--- config.mk ---
export PLATFORM = sky130hd
export DESIGN_NAME = ir_decode_stage
export DESIGN_NICKNAME = d
export VERILOG_FILES = /design/src/rtl/ir_pkg.sv /design/src/rtl/ir_field_decode.sv /design/src/rtl/ir_decode_stage.sv
export SDC_FILE = /design/constraint.sdc
export NUM_CORES = 1
export LEC_CHECK = 0
export CORE_ASPECT_RATIO = 0.7
export CORE_MARGIN = 10
export CORE_UTILIZATION = 50
export CTS_CLUSTER_DIAMETER = 40
export DETAILED_ROUTE_END_ITERATION = 10
export PLACE_DENSITY = 0.81
export SETUP_SLACK_MARGIN = 0.2
export SLEW_MARGIN = 5
export SYNTH_ARGS = -nofsm -noshare
export SYNTH_HDL_FRONTEND = slang
export SYNTH_SLANG_ARGS = --single-unit
--- constraint.sdc ---
create_clock -name clk -period 3.4 [get_ports clk]
set_input_delay 0.34 -clock clk [delete_from_list [all_inputs] [get_ports clk]]
set_output_delay 0.34 -clock clk [all_outputs]
set_load 0.03 [all_outputs]
--- src/rtl/ir_pkg.sv ---
// ----------------------------------------------------------------------------
// ir_pkg
//   Shared definitions for the instruction-decode stage: instruction-type
//   encodings, fixed bit positions of every field inside a 32-bit instruction
//   word, the decoded-record struct and a field extraction helper.
//   No ports (package).
// ----------------------------------------------------------------------------
package ir_pkg;

  localparam int IR_WORD_W      = 32;
  localparam int IR_REG_FIELD_W = 5;

  // Field bit positions (LSB of each field) inside the 32-bit word
  localparam int IR_STOP_BIT  = 0;
  localparam int IR_TYPE_LSB  = 1;
  localparam int IR_IMM_LSB   = 3;
  localparam int IR_SA_LSB    = 7;
  localparam int IR_RS2_LSB   = 12;
  localparam int IR_RD_LSB    = 17;
  localparam int IR_RS1_LSB   = 22;
  localparam int IR_FUNC_LSB  = 27;
  localparam int IR_IMM14_W   = 14;
  localparam int IR_IMM24_W   = 24;

  typedef enum logic [1:0] {
    IR_TYPE_R = 2'b00,
    IR_TYPE_J = 2'b01,
    IR_TYPE_I = 2'b10,
    IR_TYPE_S = 2'b11
  } ir_type_e;

  // Decoded record without the extended immediate (its width is a
  // per-instance parameter, so it travels alongside this struct).
  typedef struct packed {
    ir_type_e    typ;
    logic [4:0]  func;
    logic [4:0]  rs1;
    logic [4:0]  rs2;
    logic [4:0]  rd;
    logic [4:0]  sa;
    logic        stop;
  } ir_rec_t;

  // Extract a 5-bit field whose LSB sits at position lsb.
  function automatic logic [4:0] ir_field5(input logic [31:0] word, input int unsigned lsb);
    logic [31:0] shifted;
    shifted   = word >> lsb;
    ir_field5 = shifted[4:0];
  endfunction

endpackage

--- src/rtl/ir_field_decode.sv ---
// ----------------------------------------------------------------------------
// ir_field_decode
//   Purely combinational split of one instruction word into a decoded record
//   and an extended immediate. Fields not used by the instruction type are
//   forced to 0.
// Ports:
//   i_inst  in   INST_W   instruction word (bits above 31 are ignored)
//   o_rec   out  ir_rec_t type/func/register indices/shift amount/stop bit
//   o_imm   out  DATA_W   imm14 (I) or imm24 (J), sign- or zero-extended
// ----------------------------------------------------------------------------
module ir_field_decode
  import ir_pkg::*;
#(
  parameter int INST_W   = 32,
  parameter int DATA_W   = 32,
  parameter int SEXT_IMM = 1
) (
  input  logic [INST_W-1:0] i_inst,
  output ir_rec_t           o_rec,
  output logic [DATA_W-1:0] o_imm
);

  logic [IR_WORD_W-1:0]  w_word;
  logic [IR_IMM14_W-1:0] w_imm14;
  logic [IR_IMM24_W-1:0] w_imm24;
  ir_type_e              w_type;

  assign w_word  = i_inst[IR_WORD_W-1:0];
  assign w_imm14 = w_word[IR_IMM_LSB +: IR_IMM14_W];
  assign w_imm24 = w_word[IR_IMM_LSB +: IR_IMM24_W];
  assign w_type  = ir_type_e'(w_word[IR_TYPE_LSB +: 2]);

  generate
    if (INST_W > IR_WORD_W) begin : g_wide
      logic w_unused_hi;
      assign w_unused_hi = ^i_inst[INST_W-1:IR_WORD_W];
    end
  endgenerate

  function automatic logic [DATA_W-1:0] ext14(input logic [IR_IMM14_W-1:0] v);
    if (SEXT_IMM != 0) ext14 = {{(DATA_W-IR_IMM14_W){v[IR_IMM14_W-1]}}, v};
    else               ext14 = {{(DATA_W-IR_IMM14_W){1'b0}}, v};
  endfunction

  function automatic logic [DATA_W-1:0] ext24(input logic [IR_IMM24_W-1:0] v);
    if (SEXT_IMM != 0) ext24 = {{(DATA_W-IR_IMM24_W){v[IR_IMM24_W-1]}}, v};
    else               ext24 = {{(DATA_W-IR_IMM24_W){1'b0}}, v};
  endfunction

  // Type-dependent field selection; everything unused stays 0
  always_comb begin
    o_rec      = '0;
    o_imm      = '0;
    o_rec.typ  = w_type;
    o_rec.func = ir_field5(w_word, IR_FUNC_LSB);
    o_rec.stop = w_word[IR_STOP_BIT];
    case (w_type)
      IR_TYPE_R: begin
        o_rec.rs1 = ir_field5(w_word, IR_RS1_LSB);
        o_rec.rs2 = ir_field5(w_word, IR_RS2_LSB);
        o_rec.rd  = ir_field5(w_word, IR_RD_LSB);
      end
      IR_TYPE_I: begin
        o_rec.rs1 = ir_field5(w_word, IR_RS1_LSB);
        o_rec.rd  = ir_field5(w_word, IR_RD_LSB);
        o_imm     = ext14(w_imm14);
      end
      IR_TYPE_J: begin
        o_imm     = ext24(w_imm24);
      end
      IR_TYPE_S: begin
        o_rec.rs1 = ir_field5(w_word, IR_RS1_LSB);
        o_rec.rs2 = ir_field5(w_word, IR_RS2_LSB);
        o_rec.rd  = ir_field5(w_word, IR_RD_LSB);
        o_rec.sa  = ir_field5(w_word, IR_SA_LSB);
      end
      default: begin
        o_rec.rs1 = 5'd0;
      end
    endcase
  end

endmodule

--- src/rtl/ir_decode_stage.sv ---
// ----------------------------------------------------------------------------
// ir_decode_stage
//   Registered instruction-decode stage between fetch and register-read.
//   Decoded records are held in a 2-entry skid buffer (strict FIFO order,
//   nothing dropped under back-pressure); a bundle counter assigns each
//   accepted instruction its slot inside a stop-bit bundle.
//   Optional feature macro: IR_PERF_CNT_EN -- builds a saturating count of
//   output handshakes on out_inst_cnt (cleared by reset only); when the macro
//   is undefined out_inst_cnt is tied to 0.
// Ports:
//   clk, reset (sync, active-high), flush (sync discard)
//   in_valid/in_ready/in_inst      fetch-side handshake, in_ready registered
//   out_valid/out_ready            consumer-side handshake
//   out_type/out_func/out_rs1/out_rs2/out_rd/out_sa/out_imm/out_stop
//                                  decoded fields of the head record
//   out_slot/out_bundle_err        bundle position / forced-bundle-end flag
//   out_inst_cnt                   decoded-instruction count
// ----------------------------------------------------------------------------
module ir_decode_stage
  import ir_pkg::*;
#(
  parameter int INST_W     = 32,
  parameter int REG_IDX_W  = 5,
  parameter int DATA_W     = 32,
  parameter int SEXT_IMM   = 1,
  parameter int MAX_BUNDLE = 4,
  localparam int SLOT_W    = (MAX_BUNDLE > 1) ? $clog2(MAX_BUNDLE) : 1
) (
  input  logic                 clk,
  input  logic                 reset,
  input  logic                 flush,
  input  logic                 in_valid,
  output logic                 in_ready,
  input  logic [INST_W-1:0]    in_inst,
  output logic                 out_valid,
  input  logic                 out_ready,
  output logic [1:0]           out_type,
  output logic [4:0]           out_func,
  output logic [REG_IDX_W-1:0] out_rs1,
  output logic [REG_IDX_W-1:0] out_rs2,
  output logic [REG_IDX_W-1:0] out_rd,
  output logic [4:0]           out_sa,
  output logic [DATA_W-1:0]    out_imm,
  output logic                 out_stop,
  output logic [SLOT_W-1:0]    out_slot,
  output logic                 out_bundle_err,
  output logic [31:0]          out_inst_cnt
);

  localparam logic [SLOT_W-1:0] LAST_SLOT = SLOT_W'(MAX_BUNDLE - 1);

  typedef struct packed {
    ir_rec_t           rec;
    logic [DATA_W-1:0] imm;
    logic [SLOT_W-1:0] slot;
    logic              err;
  } ent_t;

  ir_rec_t           w_rec;
  logic [DATA_W-1:0] w_imm;
  ent_t              w_new;
  logic              w_acc;
  logic              w_deq;
  logic [SLOT_W-1:0] w_cnt_nxt;
  logic [1:0]        w_occ_nxt;
  ent_t              w_ent0_nxt;
  ent_t              w_ent1_nxt;

  ent_t              r_ent0;     // head record, drives the outputs
  ent_t              r_ent1;     // skid entry behind the head
  logic [1:0]        r_occ;
  logic              r_out_valid;
  logic              r_in_ready;
  logic [SLOT_W-1:0] r_slot_cnt;

  ir_field_decode #(
    .INST_W   (INST_W),
    .DATA_W   (DATA_W),
    .SEXT_IMM (SEXT_IMM)
  ) u_field_decode (
    .i_inst (in_inst),
    .o_rec  (w_rec),
    .o_imm  (w_imm)
  );

  assign w_acc = in_valid && r_in_ready;
  assign w_deq = r_out_valid && out_ready;

  // Build the incoming entry and the next bundle-counter value
  always_comb begin
    w_new.rec  = w_rec;
    w_new.imm  = w_imm;
    w_new.slot = r_slot_cnt;
    w_new.err  = !w_rec.stop && (r_slot_cnt == LAST_SLOT);
    if (!w_acc) begin
      w_cnt_nxt = r_slot_cnt;
    end else if (w_rec.stop) begin
      w_cnt_nxt = {SLOT_W{1'b0}};
    end else if (r_slot_cnt == LAST_SLOT) begin
      // bundle hit its size limit without a stop bit: end it here
      w_cnt_nxt = {SLOT_W{1'b0}};
    end else begin
      w_cnt_nxt = r_slot_cnt + SLOT_W'(1);
    end
  end

  // Skid-buffer next state; vacated entries are zeroed so no stale fields show
  always_comb begin
    w_occ_nxt  = r_occ;
    w_ent0_nxt = r_ent0;
    w_ent1_nxt = r_ent1;
    case (r_occ)
      2'd0: begin
        if (w_acc) begin
          w_ent0_nxt = w_new;
          w_occ_nxt  = 2'd1;
        end else begin
          w_occ_nxt  = 2'd0;
        end
      end
      2'd1: begin
        if (w_acc && w_deq) begin
          w_ent0_nxt = w_new;
        end else if (w_acc) begin
          w_ent1_nxt = w_new;
          w_occ_nxt  = 2'd2;
        end else if (w_deq) begin
          w_ent0_nxt = '0;
          w_occ_nxt  = 2'd0;
        end else begin
          w_occ_nxt  = 2'd1;
        end
      end
      2'd2: begin
        // in_ready is low here, so only a delivery can happen
        if (w_deq) begin
          w_ent0_nxt = r_ent1;
          w_ent1_nxt = '0;
          w_occ_nxt  = 2'd1;
        end else begin
          w_occ_nxt  = 2'd2;
        end
      end
      default: begin
        w_ent0_nxt = '0;
        w_ent1_nxt = '0;
        w_occ_nxt  = 2'd0;
      end
    endcase
  end

  // Buffer, handshake flags and bundle counter; reset and flush both empty the stage
  always_ff @(posedge clk) begin
    if (reset || flush) begin
      r_ent0      <= '0;
      r_ent1      <= '0;
      r_occ       <= 2'd0;
      r_out_valid <= 1'b0;
      r_in_ready  <= 1'b1;
      r_slot_cnt  <= {SLOT_W{1'b0}};
    end else begin
      r_ent0      <= w_ent0_nxt;
      r_ent1      <= w_ent1_nxt;
      r_occ       <= w_occ_nxt;
      r_out_valid <= (w_occ_nxt != 2'd0);
      r_in_ready  <= (w_occ_nxt != 2'd2);
      r_slot_cnt  <= w_cnt_nxt;
    end
  end

  assign in_ready       = r_in_ready;
  assign out_valid      = r_out_valid;
  assign out_type       = r_ent0.rec.typ;
  assign out_func       = r_ent0.rec.func;
  assign out_rs1        = REG_IDX_W'(r_ent0.rec.rs1);
  assign out_rs2        = REG_IDX_W'(r_ent0.rec.rs2);
  assign out_rd         = REG_IDX_W'(r_ent0.rec.rd);
  assign out_sa         = r_ent0.rec.sa;
  assign out_imm        = r_ent0.imm;
  assign out_stop       = r_ent0.rec.stop;
  assign out_slot       = r_ent0.slot;
  assign out_bundle_err = r_ent0.err;

`ifdef IR_PERF_CNT_EN
  logic [31:0] r_inst_cnt;

  // Saturating handshake counter; survives flush, cleared only by reset
  always_ff @(posedge clk) begin
    if (reset) begin
      r_inst_cnt <= 32'd0;
    end else if (w_deq && (r_inst_cnt != 32'hFFFF_FFFF)) begin
      r_inst_cnt <= r_inst_cnt + 32'd1;
    end else begin
      r_inst_cnt <= r_inst_cnt;
    end
  end

  assign out_inst_cnt = r_inst_cnt;
`else
  assign out_inst_cnt = 32'd0;
`endif

endmodule
* Yosys cells after proc, flatten, opt, wreduce, memory -nomap -nowiden *
Index checks and enable logic that the tools add are counted.

operators by class
  bitwise gates (word level) = 1
  $add $sub $neg = 1
  equal/unequal tests = 13
  muxes and demuxes = 21
  reduce and logical (&&, ||, !) cells = 13

operator list
  operator             count
  $mux 63              6
  $pmux 63 s3          2
  $pmux 32 s2          1
  $mux 5               4
  $mux 2               5
  $ne 2x2->1 const B   5
  $eq 2x2->1 const B   4
  $reduce_and 4->1     2
  $ne 3x3->1 const B   2
  $pmux 2 s3           1
  $eq 2x1->1 const B   2
  $logic_and 1x1->1    4
  $logic_not 2->1      2
  $reduce_or 3->1      1
  $add 2x1->2 const B  1
  $mux 1               2
  $reduce_bool 2->1    1
  $reduce_or 2->1      1
  $logic_not 1->1      1
  $logic_or 1x1->1     1
  $not 1->1            1

word-level totals
  input bits = 37
  output and inout bits = 97
  bits in registers = 132
  word-level logic and storage cells = 73

* Longest topological paths before layout *
Gate-level depths: netlist of run 1.

  depth after elaboration = 6
  mapped depth = 8
  mapped depth without buffers = 6

* Hierarchy *
From an unflattened synthesis of run 1, not the netlist that was laid out.

second synthesis, totals
  cell total of the unflattened synthesis = 673
  area, all modules = 6014.5 µm²

modules (own cells, without submodules)
  module           cells an instance  area each (µm²)  seq. area each (µm²)  times used
  ir_decode_stage  592                5495.3           2642.5                1
  ir_field_decode  81                 519.2            0.0                   1

* Least setup slack after synthesis of run 1 *
OpenSTA, ideal clock, no wires.

  path type = register to register
  start = register r_out_valid (netlist: out_valid)
  end = register r_ent0 (netlist bit out_func[0])
  data required time = 3.275 ns
  cell stages (with the launch flop) = 9
  setup slack = 1.609 ns
  setup time = 0.125 ns
  period minus slack after synthesis = 1.791 ns
  data arrival time = 1.666 ns
  path buffers = 4
  path through = dfxtp_1 and2_1 buf_2 nor2_1 clkbuf_1 o21a_1 buf_4 buf_6 o2bb2ai_1

on the way
  longest elaborated chain between the ends = 4
  elaborated cells on any way between the ends = 8
  those cells by class = 3 x eq/ne; 2 x mux; 3 x reduce/logical

RTL lines
  what                                                                     RTL line                RTL
  start, declared                                                          ir_decode_stage.sv:72   logic r_out_valid;
  start signal, assigned                                                   ir_decode_stage.sv:165  r_out_valid <= (w_occ_nxt != 2'd0);
  $logic_and 1x1->1 *                                                      ir_decode_stage.sv:87   assign w_deq = r_out_valid && out_ready;
  $logic_and 1x1->1                                                        ir_decode_stage.sv:122  if (w_acc && w_deq) begin
  $ne 3x3->1 (no source line) / $mux 63 (equally long branches)            --
  $reduce_and 4->1 (no source line) / $pmux 63 s3 (equally long branches)  --
  end signal, assigned                                                     ir_decode_stage.sv:162  r_ent0 <= w_ent0_nxt;
  end, declared                                                            ir_decode_stage.sv:69   ent_t r_ent0;

Every way passes the cells marked *; elsewhere a longest branch is shown, timed or not.
A chain may end at the register's enable or synchronous reset.

* Worst setup path after layout of run 1 *
  start = input out_ready
  end = register r_ent0 (netlist bit out_imm[14])

on the way
  longest elaborated chain between the ends = 4
  elaborated cells on any way between the ends = 8
  those cells by class = 3 x eq/ne; 2 x mux; 3 x reduce/logical

RTL lines
  what                                                                     RTL line                RTL
  start, declared                                                          ir_decode_stage.sv:36   input logic out_ready,
  $logic_and 1x1->1 *                                                      ir_decode_stage.sv:87
  $logic_and 1x1->1                                                        ir_decode_stage.sv:122
  $ne 3x3->1 (no source line) / $mux 63 (equally long branches)            --
  $reduce_and 4->1 (no source line) / $pmux 63 s3 (equally long branches)  --

Marked as above.

==> results.cfg, run 1 <==
[global_route]
grt_pass1_vias = 5322
grt.overflow.total = 0
grtUsageTotal_pct = 21.2
antenna_found_initial = 0
grt_pass1_wl_mm = 27.6
grt_max_degree = 56

[placement]
io_buffer_count = 101
pre_cts_ws_ns = 0.353
place_area_um2 = 6400
place_congestion = 0.857
dpl.hpwl_mm = 11.4

[worst_setup_path]
worstReg2RegStart = r_occ[1]$_SDFF_PP0_
path_class = in2reg
path_depth = 6
path_max_fanout = 36
crit_chain = clkdlybuf4s50_1 > and2_1 > nor2_1 > o21a_1 > buf_4 > o2bb2ai_1
crit_required_ns = 3.74
critPathSlowestCell = nor2_1
worstPathArrival_ns = 2.83
path_buf_inv = 2
cp-endpoint = out_imm[14]$_SDFFE_PP0P_
startpoint_type = input port
crit_path_start = out_ready
end_kind = flip-flop
critPathTopFamily = simple AND/OR/NAND/NOR gates
r2r-end = out_imm[14]$_SDFFE_PP0P_
slowest_delay_ns = 0.88
rr_worst_depth = 5
r2r_slack_ns = 0.97

[synthesis]
synth_top_area_share_pct = 41.8
synth_top_area_cell = dfxtp_1
syn_inst = 660
netlist_top_cells_area = dfxtp_1 (42%), o21ai_0 (8.6%), a21oi_1 (7.6%)
synth_edf_count = 0
synth-main-ff-cell = dfxtp_1
ys_ff_latch = 116
yosysWarnings = 0
async_flop_share_pct = 0
syn_area_um2 = 5550
yosysUniqueCellTypes = 41
ys_seq_area_share_pct = 41.8
avgSynthCellArea_um2 = 8.41

[min_path]
min_path_cells = 1
hp-class = reg2reg

[drt]
drcViolationCount = 0
via_per_inst = 6.26
drt_wl_total_mm = 17.3
drt_iter0_drc = 643
ant_nets = 0
wl_per_cell_um = 19.6
drt-pass1-iter-count = 5
via_count = 5527

[job]
drv_cap = 0

[final_layout]
final_common_cell = dfxtp_1
drive_above_1_share_pct = 7.40
final_cell_mix = dfxtp_1 (116), clkdlybuf4s50_1 (101), o21ai_0 (95)
fin_nets = 760
syn2layout_area_growth_pct = 26.0
n_antenna_cell = 0
design_area_um2 = 6990

[pwr]
p_leak_nw = 2.30
power.density_nw_per_um2 = 518
ir_drop_uv = 404

[clock_network]
ctsHtreeMaxLevel = 4
cts_setup_buffers = 0
root_buffer = clkbuf_16
hold_buffers = 0
cts_tree = done
clk_latency_ns = 0.41
path_clk_slew_ns = 0.05
cts_sinks = 116
clock_path_buffers = 2
cts_buffers = 17
cts_resized = 0

[timing]
tns_ns = 0
fmax_ghz = 0.401
layout_setup_ws_ns = 0.908
rsz0062_at_grt = no
skew_ns = 0.00556
finalSetupViolCount = 0
slew_viol_final = 0
finalHoldViolations = 0
post-route-period-util_pct = 73.3
max_slew_margin_pct = 26.5
worst_pin_slew_ns = 1.10
fin_worst_hold_slack_ns = 0.458
period_minus_slack_ns = 2.49

[outcome]
status = finished clean

[floorplanning]
pin_count = 134
fp.dieW_um = 146
num_rows = 32
start_util_pct = 50.8
die_h_um = 108
dieArea_um2 = 15800
coreArea_um2 = 10900
## routing by layer
metal / GRT usage, % / wire length (µm) / vias up
met2: 33.8 / 8100 / 322
met3: 6.14 / 1640 / 30
met1: 27.1 / 7330 / 2685
li1: - / - / 2490
met4: 7.19 / 265 / 0
met5: 0 / 0 / -
## how the worst min path moves through the flow
stage,start,end,slack (ns)
floorplan,r_ent1[0]$_SDFFE_PP0P_,r_ent1[0]$_SDFFE_PP0P_,0.44
global placement,out_imm[3]$_SDFFE_PP0P_,out_imm[3]$_SDFFE_PP0P_,0.45
detailed placement,out_imm[2]$_SDFFE_PP0P_,out_imm[2]$_SDFFE_PP0P_,0.45
CTS,out_imm[2]$_SDFFE_PP0P_,out_imm[2]$_SDFFE_PP0P_,0.46
global route,out_imm[11]$_SDFFE_PP0P_,out_imm[11]$_SDFFE_PP0P_,0.48
finish,out_imm[2]$_SDFFE_PP0P_,out_imm[2]$_SDFFE_PP0P_,0.46
## flip-flops by register name, indices dropped and copies added, names as in the netlist
signal	count
out_slot	2
out_valid	1
r_occ	2
out_stop	1
out_rs2	5
out_sa	5
out_rd	5
out_type	2
in_ready	1
r_ent1	55
out_rs1	5
out_imm	24
out_bundle_err	1
r_slot_cnt	2
out_func	5
## cells in the mapped netlist (all sizes together) (2+ instances only)
cell,n
a21oi,84
a22oi,34
a32oi,5
and2,6
buf,67
clkbuf,40
dfxtp,116
ha,5
inv,3
nand2,30
nand2b,12
nand3b,16
nand4,56
nor2,16
nor2b,4
nor3,11
o21ai,101
o2bb2ai,36
or2,2
## per-stage QoR
stage	utilization, %	power, mW	cells
after global placement	58.6	1.83	852
after detailed placement	58.6	1.84	852
after CTS	64.0	3.62	883
after floorplan	-	1.72	691
final	64.0	3.62	883
after global routing	64.0	3.73	883
## cell families (layout without fill, tap and decap cells)
family / Yosys count / after routing / synth area share [%]
AND/OR/NAND/NOR: 159 / 159 / 16.3
AO/OA/AOI/OAI: 268 / 268 / 29.4
buffers and inverters: 110 / 149 / 11.1
other: 1 / 32 / 0.0676
adder cells (fa/ha/maj): 5 / 5 / 1.13
XOR/XNOR: 1 / 1 / 0.158
flip-flops: 116 / 116 / 41.8
## layout make-up
cell class	instances	area, µm²
multi-input combinational	465	2760
tap	153	191
fill	895	3940
sequential	116	2320
timing repair buffer	115	1120
clock buffer	22	464
clock inverter	9	129
inverter	3	11.3
## report_power, final
group | switching, mW | total (mW) | internal, mW
Sequential | 0.0112 | 1.39 | 1.38
Combinational | 0.313 | 0.439 | 0.126
Clock | 0.613 | 1.79 | 1.18
Total | 0.937 | 3.62 | 2.68
No activity file was read; power rests on OpenSTA's default activity.
==> inputs of run 2 (changes only) <==
Clock period 3.4 ns to 2.5 ns, I/O delays scaled along.
==> results.cfg, run 2 (synthesis results as in run 1) <==
[min_path]
hp-class = reg2reg
holdPathEnd = out_imm[21]$_SDFFE_PP0P_
hold_start = out_imm[21]$_SDFFE_PP0P_
min_path_cells = 1

[final_layout]
largest-register = r_ent1
design_area_um2 = 7160
largest_reg_flops = 55
fill_cells = 871
syn2layout_area_growth_pct = 29.0
n_antenna_cell = 0
drive_above_1_share_pct = 9.01
fin_nets = 773
final_cell_mix = dfxtp_1 (116), clkdlybuf4s50_1 (101), o21ai_0 (95)
final_common_cell = dfxtp_1
final_util_pct = 65.5

[drt]
drt-pass1-iter-count = 6
drt_wl_total_mm = 17.1
ant_nets = 0
drcViolationCount = 0
wl_per_cell_um = 19.1
drt_iter0_drc = 746
via_count = 5496
via_per_inst = 6.13

[worst_setup_path]
r2r_slack_ns = 0.55
end_kind = flip-flop
rr_worst_depth = 5
path_buf_inv = 1
path_class = reg2reg
worstReg2RegStart = r_occ[0]$_SDFF_PP0_
crit_required_ns = 2.84
path_max_fanout = 36
r2r-end = out_imm[16]$_SDFFE_PP0P_
slowest_delay_ns = 0.70
worstPathArrival_ns = 2.30
startpoint_type = flip-flop
critPathTopFamily = flip-flops
critPathSlowestCell = dfxtp_1
crit_chain = nand2b_1 > nor2_1 > o21a_1 > buf_4 > o2bb2ai_1

[placement]
place_congestion = 0.822
place_area_um2 = 6540
dpl.hpwl_mm = 11.7
io_buffer_count = 101
pre_cts_ws_ns = 0.289

[global_route]
grt_max_degree = 56
grt_pass1_wl_mm = 28.1
grtUsageTotal_pct = 21.2
grt.overflow.total = 0
grt_pass1_vias = 5468
antenna_found_initial = 0

[timing]
max_slew_margin_pct = 56.9
tns_ns = 0
rsz0062_at_grt = no
slew_viol_final = 0
finalSetupViolCount = 0
worst_pin_slew_ns = 0.646
post-route-period-util_pct = 78.1
skew_ns = 0.00715
fmax_ghz = 0.512
period_minus_slack_ns = 1.95
finalHoldViolations = 0
layout_setup_ws_ns = 0.547

[clock_network]
hold_buffers = 0
cts_resized = 0
cts_tree = done
path_clk_slew_ns = 0.05
clock_path_buffers = 2
cts_setup_buffers = 0
cts_buffers = 17
ctsHtreeMaxLevel = 4
cts_sinks = 116
clk_latency_ns = 0.41
root_buffer = clkbuf_16

[pwr]
power.density_nw_per_um2 = 707
ir_drop_uv = 482
p_leak_nw = 2.40

[job]
drv_cap = 0

[floorplanning]
coreArea_um2 = 10900
pin_count = 134
num_rows = 32
fp.dieW_um = 146
start_util_pct = 50.8
dieArea_um2 = 15800
die_h_um = 108

[outcome]
status = finished clean
run 2: cell types whose count changed in the layout (fill, tap and decap cells not counted):
cell / change
a21boi_0: +1
buf_12: +3
clkinvlp_4: -1
clkbuf_1: +1
a21boi_1: -1
buf_4: +10
bufinv_16: +1
run 2: worst reg2reg max path, stage by stage (launching register included):
cell and delay [ns]:
dfxtp_1 0.70, nand2b_1 0.29, nor2_1 0.20, o21a_1 0.15
buf_4 0.35, o2bb2ai_1 0.20
run 2: metrics by stage:
| stage | std cells | hold slack, ns | power [mW] |
|---|---|---|---|
| after floorplan | 691 | 0.404 | 2.34 |
| after global placement | 865 | 0.445 | 2.51 |
| after detailed placement | 865 | 0.451 | 2.53 |
| after CTS | 897 | 0.444 | 5.07 |
| after global routing | 897 | 0.462 | 5.22 |
| final | 897 | 0.465 | 5.06 |
run 2: where the power goes:
part	total (mW)	switching (mW)	internal [mW]	leakage [nW]
sequential	1.89	0.0173	1.87	0.936
combinational	0.621	0.425	0.196	1.16
clock	2.55	0.836	1.72	0.301
run 2: area by class of cell:
cell class	count	area [µm²]	area share, %
multi-input cells	465	2760	38.6
flip-flops and latches	116	2320	32.5
repair buffers	128	1250	17.5
clock buffers	23	468	6.54
well taps	153	191	2.68
clock inverters	9	151	2.12
inverters	3	11.3	0.157
run 2: layer usage:
layer	vias up	track usage (%)	part of all wire, %
met2	330	35.0	47
li1	2514	-	-
met5	-	0	0
met3	48	6.72	10
met1	2604	25.8	41
met4	0	7.63	2.3
run 2: worst max path at each step:
stage / startpoint / end / cells past startpoint
after floorplan: out_valid$_SDFF_PP0_ / out_func[0]$_SDFFE_PP0P_ / 8
after global placement: in_inst[1] / out_imm[1]$_SDFFE_PP0P_ / 8
after CTS: r_occ[0]$_SDFF_PP0_ / out_func[0]$_SDFFE_PP0P_ / 5
final: r_occ[0]$_SDFF_PP0_ / out_imm[16]$_SDFFE_PP0P_ / 5
after global routing: r_occ[0]$_SDFF_PP0_ / out_sa[3]$_SDFFE_PP0P_ / 5
after detailed placement: in_inst[2] / out_imm[0]$_SDFFE_PP0P_ / 8
==> inputs of run 3 (changes only) <==
Settings changed: CORE_UTILIZATION 50 to 45, PLACE_DENSITY 0.81 to 0.77.
Clock period 2.5 ns to 1.79 ns, I/O delays scaled along.
==> results.cfg, run 3 (synthesis results as in run 1) <==
[final_layout]
final_common_cell = dfxtp_1
fin_nets = 797
largest_reg_flops = 55
final_cell_mix = dfxtp_1 (112), o21ai_0 (95), a21oi_1 (83)
largest-register = r_ent1
syn2layout_area_growth_pct = 33.6
n_antenna_cell = 0
drive_above_1_share_pct = 13.3
design_area_um2 = 7420
final_util_pct = 62.4

[clock_network]
cts_buffers = 17
ctsHtreeMaxLevel = 4
hold_buffers = 0
clk_latency_ns = 0.41
cts_sinks = 116
root_buffer = clkbuf_16
clock_path_buffers = 2
cts_tree = done
path_clk_slew_ns = 0.05

[global_route]
grt_max_degree = 78
grt_pass1_wl_mm = 29.3
use_met1_pct = 24.2
grtUsageTotal_pct = 20.1
grt_use_met2_pct = 33.6
grt.overflow.total = 0
antenna_found_initial = 0
grt_pass1_vias = 5591
grtUsageMet3_pct = 7.04
top_usage_layer = met2

[worst_setup_path]
end_kind = flip-flop
path_max_fanout = 31
rr_worst_depth = 6
r2r_slack_ns = 0.17
crit_path_start = out_valid$_SDFF_PP0_
critPathTopFamily = compound AO/OA/AOI/OAI gates
path_buf_inv = 2
path_class = reg2reg
r2r-end = r_ent1[18]$_SDFFE_PP0P_
worstPathArrival_ns = 1.94
crit_required_ns = 2.12
path_depth = 6
worstReg2RegStart = out_valid$_SDFF_PP0_
critPathSlowestCell = dfxtp_4
cp-endpoint = r_ent1[18]$_SDFFE_PP0P_
crit_chain = and2_1 > buf_4 > o21bai_4 > buf_12 > nand4_1 > a21oi_2
slowest_delay_ns = 0.36
startpoint_type = flip-flop

[placement]
dpl.hpwl_mm = 12.1
io_buffer_count = 101
place_congestion = 0.824
place_area_um2 = 6770

[drt]
drt_iter0_drc = 781
drt_wl_total_mm = 18.9
via_per_inst = 6.18
drcViolationCount = 0
drt-pass1-iter-count = 7
via_count = 5714
wl_per_cell_um = 20.4
ant_nets = 0

[timing]
skew_ns = 0.00631
period_minus_slack_ns = 1.62
finalSetupViolCount = 0
tns_ns = 0
rsz0062_at_grt = yes
max_slew_margin_pct = 44.6
slew_viol_final = 0
fin_worst_hold_slack_ns = 0.273
post-route-period-util_pct = 90.3
worst_pin_slew_ns = 0.831
finalHoldViolations = 0
fmax_ghz = 0.619

[floorplanning]
dieArea_um2 = 17200
start_util_pct = 46.7
fp.dieW_um = 153
pin_count = 134
die_h_um = 113
coreArea_um2 = 11900
num_rows = 33

[job]
drv_cap = 0

[pwr]
ir_drop_uv = 694
power.density_nw_per_um2 = 932
p_leak_nw = 2.86
p_total_mw = 6.91

[min_path]
hp-class = in2reg

[outcome]
status = finished clean
-- run 3: cell types whose count changed in the layout (fill, tap and decap cells not counted), moves of 2 or more --
cell,previous run,this run
dfxtp_1,116,112
bufinv_16,4,2
buf_6,0,8
buf_4,24,29
buf_12,3,11
clkdlybuf4s50_1,101,34
dlygate4sd2_1,0,65
dfxtp_2,0,3
-- run 3: worst min path at each step --
| stage | from | endpoint | slack, ns | cells past startpoint |
|---|---|---|---|---|
| 2_1_floorplan | in_inst[10] | r_ent1[10]$_SDFFE_PP0P_ | 0.33 | 2 |
| 3_3_place_gp | out_imm[22]$_SDFFE_PP0P_ | out_imm[22]$_SDFFE_PP0P_ | 0.45 | 1 |
| 3_5_place_dp | out_imm[8]$_SDFFE_PP0P_ | out_imm[8]$_SDFFE_PP0P_ | 0.45 | 1 |
| 4_1_cts | in_inst[2] | r_ent1[62]$_SDFFE_PP0P_ | 0.28 | 3 |
| 5_1_grt | in_inst[1] | r_ent1[61]$_SDFFE_PP0P_ | 0.27 | 4 |
| 6_report | in_inst[1] | r_ent1[61]$_SDFFE_PP0P_ | 0.27 | 4 |
-- run 3: power by group --
part | switching [mW] | internal, mW
sequential | 0.0221 | 2.61
combinational | 0.641 | 0.339
clock | 1.18 | 2.11
total | 1.85 | 5.07
-- run 3: what timing repair did --
item                       in CTS  in global routing
setup buffers                   0                  4
pin swaps                       0                  5
gates cloned                    0                  4
setup endpoints to repair     116                 89
resized for setup              72                 20
-- run 3: metal layers --
layer,part of all wire [%],vias up
met2,47,340
met4,1.6,0
met3,9.9,39
li1,-,2571
met1,42,2764
met5,0,-
-- run 3: through the flow --
step	setup WS (ns)	cells
2_1_floorplan	0.211	691
3_3_place_gp	-0.164	885
3_5_place_dp	-0.234	885
4_1_cts	0.194	917
5_1_grt	0.147	925
6_report	0.174	925
-- run 3: area by class of cell --
class / count / area, µm²
Fill cell: 1054 / 4480
Multi-Input combinational cell: 465 / 2800
Sequential cell: 116 / 2330
Timing Repair Buffer: 152 / 1510
Clock buffer: 23 / 468
Tap cell: 157 / 196
Clock inverter: 9 / 104
Inverter: 3 / 11.3
-- run 3: worst min-delay path: cells and delay by family --
kind / cells / cell delay, ns
and+or+nand+nor: 1 / 0.08
AOI/OAI and AO/OA: 1 / 0.07
buffers and inverters: 2 / 0.30
